$ cat config.mk
export PLATFORM = sky130hd
export DESIGN_NAME = brid_alloc
export DESIGN_NICKNAME = d
export VERILOG_FILES = /design/src/rtl/brid_alloc_pkg.sv /design/src/rtl/id_ring_ptr.sv /design/src/rtl/brid_alloc.sv
export SDC_FILE = /design/constraint.sdc
export NUM_CORES = 1
export LEC_CHECK = 0
export ABC_AREA = 1
export BUFFER_PORTS_ARGS = -buffer_cell sky130_fd_sc_hd__buf_4
export CORE_UTILIZATION = 50
export DETAILED_ROUTE_END_ITERATION = 16
export GPL_ROUTABILITY_DRIVEN = 1
export PLACE_DENSITY = 0.79
export SYNTH_ARGS = -nofsm -noshare
export SYNTH_HDL_FRONTEND = slang
export SYNTH_SLANG_ARGS = --single-unit
$ cat constraint.sdc
create_clock -name clk -period 3.9 [get_ports clk]
set_input_delay 0.195 -clock clk [delete_from_list [all_inputs] [get_ports clk]]
set_output_delay 0.195 -clock clk [all_outputs]
set_load 0.02 [all_outputs]
$ cat src/rtl/brid_alloc_pkg.sv
// Shared types and helpers for the branch-ID allocator and sibling ID allocators.
package brid_alloc_pkg;

    localparam int unsigned BRID_W = 7;

    // MSB is the valid flag; [BRID_W-1:0] is the ID.
    typedef logic [BRID_W:0] brid_t;

    // True when id lies in [head, tail) of a ring whose index mask is idx_mask (DEPTH-1).
    // head/tail carry the wrap bit just above the index bits.
    function automatic logic brid_in_window(input logic [7:0] head, input logic [7:0] tail,
                                            input logic [BRID_W-1:0] id,
                                            input logic [7:0] idx_mask);
        logic [7:0] ptr_mask;
        logic [7:0] offset;
        logic [7:0] used;
        ptr_mask = {idx_mask[6:0], 1'b1};
        offset   = ({1'b0, id} - head) & idx_mask;
        used     = (tail - head) & ptr_mask;
        return ((({1'b0, id}) & ~idx_mask) == 8'd0) && (offset < used);
    endfunction

endpackage

$ cat src/rtl/id_ring_ptr.sv
// Ring pointer with an extra wrap bit; supports add-n and direct set (set wins).
module id_ring_ptr #(
    parameter int unsigned PTRW = 5
) (
    input  logic            clk,
    input  logic            rst_n,
    input  logic            add_en_i,
    input  logic [PTRW-1:0] add_n_i,
    input  logic            set_en_i,
    input  logic [PTRW-1:0] set_val_i,
    output logic [PTRW-1:0] ptr_o
);

    logic [PTRW-1:0] ptr_d;
    logic [PTRW-1:0] ptr_q;

    always_comb begin
        ptr_d = ptr_q;
        if (set_en_i) begin
            ptr_d = set_val_i;
        end else if (add_en_i) begin
            ptr_d = ptr_q + add_n_i;
        end
    end

    always_ff @(posedge clk or negedge rst_n) begin
        if (!rst_n) begin
            ptr_q <= '0;
        end else begin
            ptr_q <= ptr_d;
        end
    end

    assign ptr_o = ptr_q;

endmodule

$ cat src/rtl/brid_alloc.sv
// Branch-ID allocator: in-order allocate at decode, in-order release at commit,
// rollback on redirect or flush.
module brid_alloc
    import brid_alloc_pkg::*;
#(
    parameter int unsigned DEPTH = 16,
    parameter int unsigned DECW  = 2,
    parameter int unsigned COMW  = 2
) (
    input  logic                 clk,
    input  logic                 rst_n,
    input  logic [DECW-1:0]      dec_valid,
    input  logic [DECW-1:0]      dec_br,
    output logic                 dec_ready,
    output brid_t [DECW-1:0]     dec_brid,
    input  logic [COMW-1:0]      com_valid,
    input  brid_t [COMW-1:0]     com_brid,
    input  logic                 redir_valid,
    input  brid_t                redir_brid,
    input  logic                 flush,
    output logic [7:0]           free_cnt,
    output logic [7:0]           inflight,
    output logic                 err
);

    localparam int unsigned PW   = $clog2(DEPTH);
    localparam int unsigned PTRW = PW + 1;

    logic [PTRW-1:0] head_q;
    logic [PTRW-1:0] tail_q;
    logic [PTRW-1:0] used_ptr;
    logic [DECW-1:0] req;
    logic [7:0]      need;
    logic [PW-1:0]   slot_idx;
    logic [7:0]      cnt;
    logic [PW-1:0]   expect_idx;
    logic            com_bad;
    logic            com_over;
    logic [PW-1:0]   redir_off;
    logic [PTRW-1:0] redir_tail;
    logic [7:0]      redir_len;
    logic            redir_ok;
    logic            redir_take;
    logic            head_set;
    logic [PTRW-1:0] head_set_val;
    logic [PTRW-1:0] head_d;
    logic            tail_set;
    logic [PTRW-1:0] tail_set_val;
    logic            err_d;
    logic            err_q;

    assign used_ptr = tail_q - head_q;
    assign inflight = 8'(used_ptr);
    assign free_cnt = 8'(DEPTH) - inflight;
    assign req      = dec_valid & dec_br;

    always_comb begin
        dec_brid = '0;
        need     = '0;
        slot_idx = '0;
        for (int i = 0; i < DECW; i++) begin
            if (req[i]) begin
                slot_idx    = tail_q[PW-1:0] + need[PW-1:0];
                dec_brid[i] = {1'b1, BRID_W'(slot_idx)};
                need        = need + 8'd1;
            end
        end
        dec_ready = !flush && !redir_valid && (need <= free_cnt);
    end

    // Committed IDs must be consecutive starting at head.
    always_comb begin
        cnt        = '0;
        com_bad    = 1'b0;
        expect_idx = '0;
        for (int i = 0; i < COMW; i++) begin
            if (com_valid[i] && com_brid[i][BRID_W]) begin
                expect_idx = head_q[PW-1:0] + cnt[PW-1:0];
                if (com_brid[i][BRID_W-1:0] != BRID_W'(expect_idx)) begin
                    com_bad = 1'b1;
                end
                cnt = cnt + 8'd1;
            end
        end
        com_over = cnt > inflight;
    end

    always_comb begin
        redir_off  = redir_brid[PW-1:0] - head_q[PW-1:0];
        redir_tail = head_q + PTRW'(redir_off) + PTRW'(1);
        redir_len  = 8'(redir_off) + 8'd1;
        redir_ok   = redir_brid[BRID_W] &&
                     brid_in_window(8'(head_q), 8'(tail_q), redir_brid[BRID_W-1:0],
                                    8'(DEPTH - 1));
        redir_take = redir_valid && !flush && redir_ok;

        // Head never passes the post-redirect tail.
        head_set     = com_over || (redir_take && (cnt > redir_len));
        head_set_val = redir_take ? redir_tail : tail_q;
        head_d       = head_set ? head_set_val : head_q + PTRW'(cnt);

        tail_set     = flush || redir_take;
        tail_set_val = flush ? head_d : redir_tail;

        err_d = err_q || com_bad || com_over || (redir_valid && !flush && !redir_ok);
    end

    id_ring_ptr #(
        .PTRW (PTRW)
    ) u_head (
        .clk       (clk),
        .rst_n     (rst_n),
        .add_en_i  (1'b1),
        .add_n_i   (PTRW'(cnt)),
        .set_en_i  (head_set),
        .set_val_i (head_set_val),
        .ptr_o     (head_q)
    );

    id_ring_ptr #(
        .PTRW (PTRW)
    ) u_tail (
        .clk       (clk),
        .rst_n     (rst_n),
        .add_en_i  (dec_ready),
        .add_n_i   (PTRW'(need)),
        .set_en_i  (tail_set),
        .set_val_i (tail_set_val),
        .ptr_o     (tail_q)
    );

    always_ff @(posedge clk or negedge rst_n) begin
        if (!rst_n) begin
            err_q <= 1'b0;
        end else begin
            err_q <= err_d;
        end
    end

    assign err = err_q;

endmodule

======== After elaboration in Yosys (flattened, before gate mapping) ========
Cells that the tools add are included.
storage, ports and cells
  flip-flop bits (word level) ............. 11
  input port bits ......................... 34
  output and inout bits ................... 34
  logic and storage cells ................. 59
operators by class
  $add $sub $neg .......................... 14
  magnitude comparators ................... 4
  eq/ne operators ......................... 2
  mux-type cells .......................... 15
  bitwise gates (word level) .............. 1
  reduce and logical (&&, ||, !) cells .... 20
operators with widths
  operator                                         count
  2-to-1 mux 8 bit                                 4
  2-to-1 mux 5 bit                                 5
  adder 8 x 1 -> 8 bit, second input constant      2
  > comparator 8 x 5 -> 1 bit                      2
  != test 7 x 4 -> 1 bit                           2
  adder 5 bit                                      2
  logical AND 1 bit                                10
  subtractor 5 bit                                 2
  adder 4 bit                                      2
  <= comparator 8 bit                              1
  logical NOT 8 bit                                1
  subtractor 4 bit                                 2
  2-to-1 mux 1 bit                                 6
  subtractor 5 x 5 -> 6 bit, first input constant  1
  adder 4 x 1 -> 5 bit, second input constant      1
  adder 5 x 1 -> 5 bit, second input constant      1
  adder 5 x 4 -> 5 bit                             1
  logical OR 1 bit                                 5
  < comparator 4 x 5 -> 1 bit                      1
  logical NOT 1 bit                                3
  bitwise AND 2 bit                                1
  nonzero test 2 bit                               1

======== Logic depth before layout (Yosys ltp) ========
  word-level depth ........................ 10
  depth in mapped cells ................... 18
  depth with buffers taken out ............ 18

======== Hierarchy ========
A second synthesis with hierarchy kept.
unflattened totals
  cells, all modules ...................... 372
  area total of the unflattened synthesis .. 2,454.9 sq um
modules (own cells, without submodules)
  module                instances  cells an instance  area each (sq um)  sequential area each (sq um)
  brid_alloc            1          261                1,647.8            25.0
  id_ring_ptr (u_tail)  1          57                 409.1              125.1
  id_ring_ptr (u_head)  1          54                 397.9              125.1

======== Worst setup path before layout ========
OpenSTA, ideal clock, no wires.
  path kind ............................... reg-to-reg
  start point ............................. register u_head.ptr_q[1] (netlist: u_head.ptr_o[1])
  end point ............................... register u_tail.ptr_q[0] (netlist: u_tail.ptr_o[0])
  library setup time ...................... 77 ps
  arrival ................................. 3,011 ps
  data required time ...................... 3,823 ps
  path slack .............................. 811 ps
  cell stages (with the launch flop) ...... 17
  path buffers ............................ 0
  clock period less this slack ............ 3,089 ps
  path through ............................ dfrtp_1 -> inv_1 -> fa_1 -> inv_1 -> ha_1 -> inv_1 -> ha_1 -> a21oi_1 -> a21oi_1 -> o21ai_0 -> nor2_1 -> nand3_1 -> nand2_1 -> nand3_2 -> nand2_1 -> nor2_1 -> a21oi_1
on the way
  elaborated cells between the ends (all ways) .. 22
  classes of those cells .................. add/sub (6); order compare (4); mux (4); reduce/logical (8)
RTL lines
  element                       line               text
  start: declaration            id_ring_ptr.sv:15  logic [PTRW-1:0] ptr_q;
  start signal: assignment      id_ring_ptr.sv:30  ptr_q <= ptr_d;
  subtractor 5 bit              brid_alloc.sv:52   assign used_ptr = tail_q - head_q;
  named net inflight[1]         brid_alloc.sv:22   output logic [7:0] inflight,
  subtractor 5 x 5 -> 6 bit     brid_alloc.sv:54   assign free_cnt = 8'(DEPTH) - inflight;
  named net free_cnt[1]         brid_alloc.sv:21   output logic [7:0] free_cnt,
  <= comparator 8 bit           brid_alloc.sv:68   dec_ready = !flush && !redir_valid && (need <= free_cnt);
  logical AND 1 bit             brid_alloc.sv:68
  nonzero test 2 bit (no line)  n/a
  end signal: assignment        id_ring_ptr.sv:30
  end: declaration              id_ring_ptr.sv:15
The timed path passes the listed nets, and every way through them passes these cells.
A chain may end at the register's enable or synchronous reset.

======== Worst setup path after layout ========
  start point ............................. register u_head.ptr_q[1] (netlist: u_head.ptr_o[1])
  end point ............................... output dec_ready
on the way
  cells in the longest elaborated chain, start to end .. 4
ends and longest elaborated chain
  element                    line              text
  subtractor 5 bit           brid_alloc.sv:52
  subtractor 5 x 5 -> 6 bit  brid_alloc.sv:54
  <= comparator 8 bit        brid_alloc.sv:68
  logical AND 1 bit          brid_alloc.sv:68
  end: declaration           brid_alloc.sv:14  output logic dec_ready,
No other way between the ends.

==> impl_metrics.csv <==
group,metric,value,unit
outcome,status,"completed",
floorplan,dieArea,4444,um^2
global_route,grt_max_degree,12,
synth,synthDistinctLibCells,35,
place,routabilityCongestion,0.8944,
setup_path,slowest_delay,610,ps
setup_path,cp-start-kind,"flip-flop",
clocking,cts_root_buffer,"clkbuf_8",
floorplan,initial_core_util,52.27,%
place,port_buffers,58,
synth,synth.top_cell.area_share,17.95,%
synth,syn-mean-instance-area,6.833,um^2
sta,slew_headroom,50.07,%
routing,dr.first_iter.drc_count,113,
routing,drc_errors,0,
setup_path,path_cells,"inv_1 -> fa_1 -> inv_1 -> ha_1 -> inv_1 -> ha_1 -> a21oi_1 -> a21oi_1 -> o21ai_0 -> nor2_1 -> nand3_1 -> nand2_1 -> inv_1 -> buf_4",
routing,dr_total_vias,2105,
sta,layout_min_cycle_time,3313,ps
final_layout,area_delta_synth_final,22.92,%
setup_path,crit_required,3700,ps
floorplan,rows,23,
sta,hold_violations,0,
synth,synthTopCellsByCount,"70 x nand2_1, 48 x inv_1, 32 x nor2_1",
place,dp_hpwl,4140,um
global_route,overflow,0,
global_route,antenna_found_initial,0,
synth,syn-cell-area,2091,um^2
clocking,cts_setup_buffers,0,
final_layout,diodes,0,
clocking,cts_tree,"built",
setup_path,end_kind,"output port",
global_route,grt_pass1_vias,1871,
setup_path,cp_data_arrival_time,3120,ps
synth,yosys.area.top_type,"ha_1",
floorplan,io_pins,68,
synth,yosysMostFrequentCell,"nand2_1",
routing,dr.pass1.iters,4,
setup_path,crit_type,"reg2out",
routing,vias_per_cell,5.109,
sta,whs,257.5,ps
setup_path,path_delay_family,"adder cells",
sta,fin_crit_sh,84.96,%
clocking,cts_made_buffers,3,
floorplan,die_h,66.67,um
sta,worst_pin_slew,746.2,ps
sta,finalClockSkew,1.629,ps
global_route,grt_first_pass_wirelength,8059,um
floorplan,dieWidth,66.67,um
sta,drv_slew,0,
sta,clock.fmax,0.3018,GHz
clocking,clk_latency,240,ps
setup_path,slowest_stage,"fa_1",
setup_path,path_buf_inv,5,
routing,drt-total-wl,5013,um
synth,synthCells,306,
synth,ys_top_cells_by_area,"ha_1 18%, dfrtp_1 13%, nand2_1 13%, inv_1 8.6%, nor2_1 5.7%",
setup_path,path_max_fanout,6,
synth,synth_ff_type,"dfrtp_1",
place,placed_cell_area,2515,um^2
clocking,cts.sinks,11,
synth,synth_warnings,0,
final_layout,final_cell_area,2570,um^2
clocking,clk_pin_slew_worst_paths,50,ps
run,drv_cap,0,
sta,setup_viol,0,
sta,rsz0062_at_grt,"no",
synth,synth_edf_count,0,
global_route,grtUsageTotal,23.57,%
clocking,cts_buffer_depth,2,
routing,drtAntennaViolNets,0,
setup_path,cpMostUsedCell,"inv_1",
sta,tns,0,ps
synth,ys_seq_area_share,13.17,%
synth,async_flop_share,100.0,%
clocking,htreeDepth,1,
final_layout,layout-drive-gt1-share,20.44,%
synth,ys_seq_elements,11,
hold_path,hp-class,"in2reg",
final_layout,fillers,342,
floorplan,coreArea,4000,um^2
final_layout,layout.nets,432,
routing,routedWlPerCell,12.17,um
[cells in the final DEF (no fill, tap or decap), drive strengths merged]
cell,n
xnor2,10
o21ai,8
nor2,32
nand2,74
a22o,1
a21oi,19
ha,30
nand4,7
nor4,2
dlygate4sd3,1
xor2,14
fa,5
conb,9
o2111ai,1
inv,49
buf,58
nor3,4
o22ai,1
o41ai,1
dfrtp,11
nand3b,1
clkbuf,4
nand3,20
[per-layer routing]
layer / vias up / share of wire (%) / track usage, %
met2: 75 / 50 / 42.42
met5: - / 0 / 0
met4: 0 / 0.36 / 5.585
met1: 952 / 44 / 29.84
li1: 1076 / - / -
met3: 2 / 6.0 / 2.226
[metrics by stage]
step | cells | worst slack, ps | util [%]
after floorplan | 314 | 811.3 | -
after global placement | 407 | 768.6 | 62.87
after detailed placement | 407 | 702.5 | 62.87
after CTS | 412 | 589.6 | 64.25
after global routing | 412 | 376.7 | 64.25
final | 412 | 586.7 | 64.25
[worst register-to-register path, cell delays in order (launching register included)]
cell,delay [ps]
dfrtp_1,460
inv_1,230
fa_1,610
inv_1,120
ha_1,310
inv_1,40
ha_1,290
a21oi_1,70
a21oi_1,130
o21ai_0,110
nor2_1,110
nand3_1,100
nand2_1,120
nand3_2,180
nand2_1,110
nor2_1,50
a21oi_1,130
[state kept, by name, indices dropped and copies added (netlist names)]
signal        count
u_tail.ptr_o      5
u_head.ptr_o      5
err               1
[layout make-up]
| class | count | area [um^2] | share of cell area [%] |
|---|---|---|---|
| clock buffer | 4 | 45.04 | 1.753 |
| inverter | 49 | 183.9 | 7.157 |
| multi-input combinational | 239 | 1558 | 60.61 |
| sequential | 11 | 275.3 | 10.71 |
| tap | 50 | 62.56 | 2.434 |
| timing repair buffer | 59 | 445.4 | 17.33 |
[final timing paths]
path / start / end / slack, ps / cells past startpoint
worst max register to register: u_head.ptr_o[1]$_DFF_PN0_ / u_tail.ptr_o[3]$_DFFE_PN0P_ / 670 / 16
min in group asynchronous: rst_n / u_head.ptr_o[1]$_DFF_PN0_ / 350 / 2
max in group asynchronous: rst_n / u_head.ptr_o[4]$_DFF_PN0_ / 3390 / 2
worst max-delay path: u_head.ptr_o[1]$_DFF_PN0_ / dec_ready / 590 / 14
worst min-delay path: flush / u_tail.ptr_o[4]$_DFFE_PN0P_ / 260 / 3
worst min register to register: err$_DFF_PN0_ / err$_DFF_PN0_ / 500 / 2
[repair_timing]
| item | in CTS | in global routing |
|---|---|---|
| hold endpoints to repair | 11 | 0 |
| gates resized for setup | 0 | 0 |
| hold buffers | 1 | 0 |
| setup endpoints to repair | 0 | 0 |
[cells by family after synthesis]
| family | after synthesis | synth area share (%) |
|---|---|---|
| other | 1 | 0.1794 |
| buffers and inverters | 64 | 13.76 |
| AO/OA/AOI/OAI | 31 | 8.678 |
| XOR/XNOR | 24 | 10.41 |
| AND/OR/NAND/NOR | 140 | 31.06 |
| adder cells (fa/ha/maj) | 35 | 22.74 |
| flip-flops | 11 | 13.17 |
Power is not shown: default switching activity piles up to over one toggle a cycle in this logic, so the estimate is an artifact.
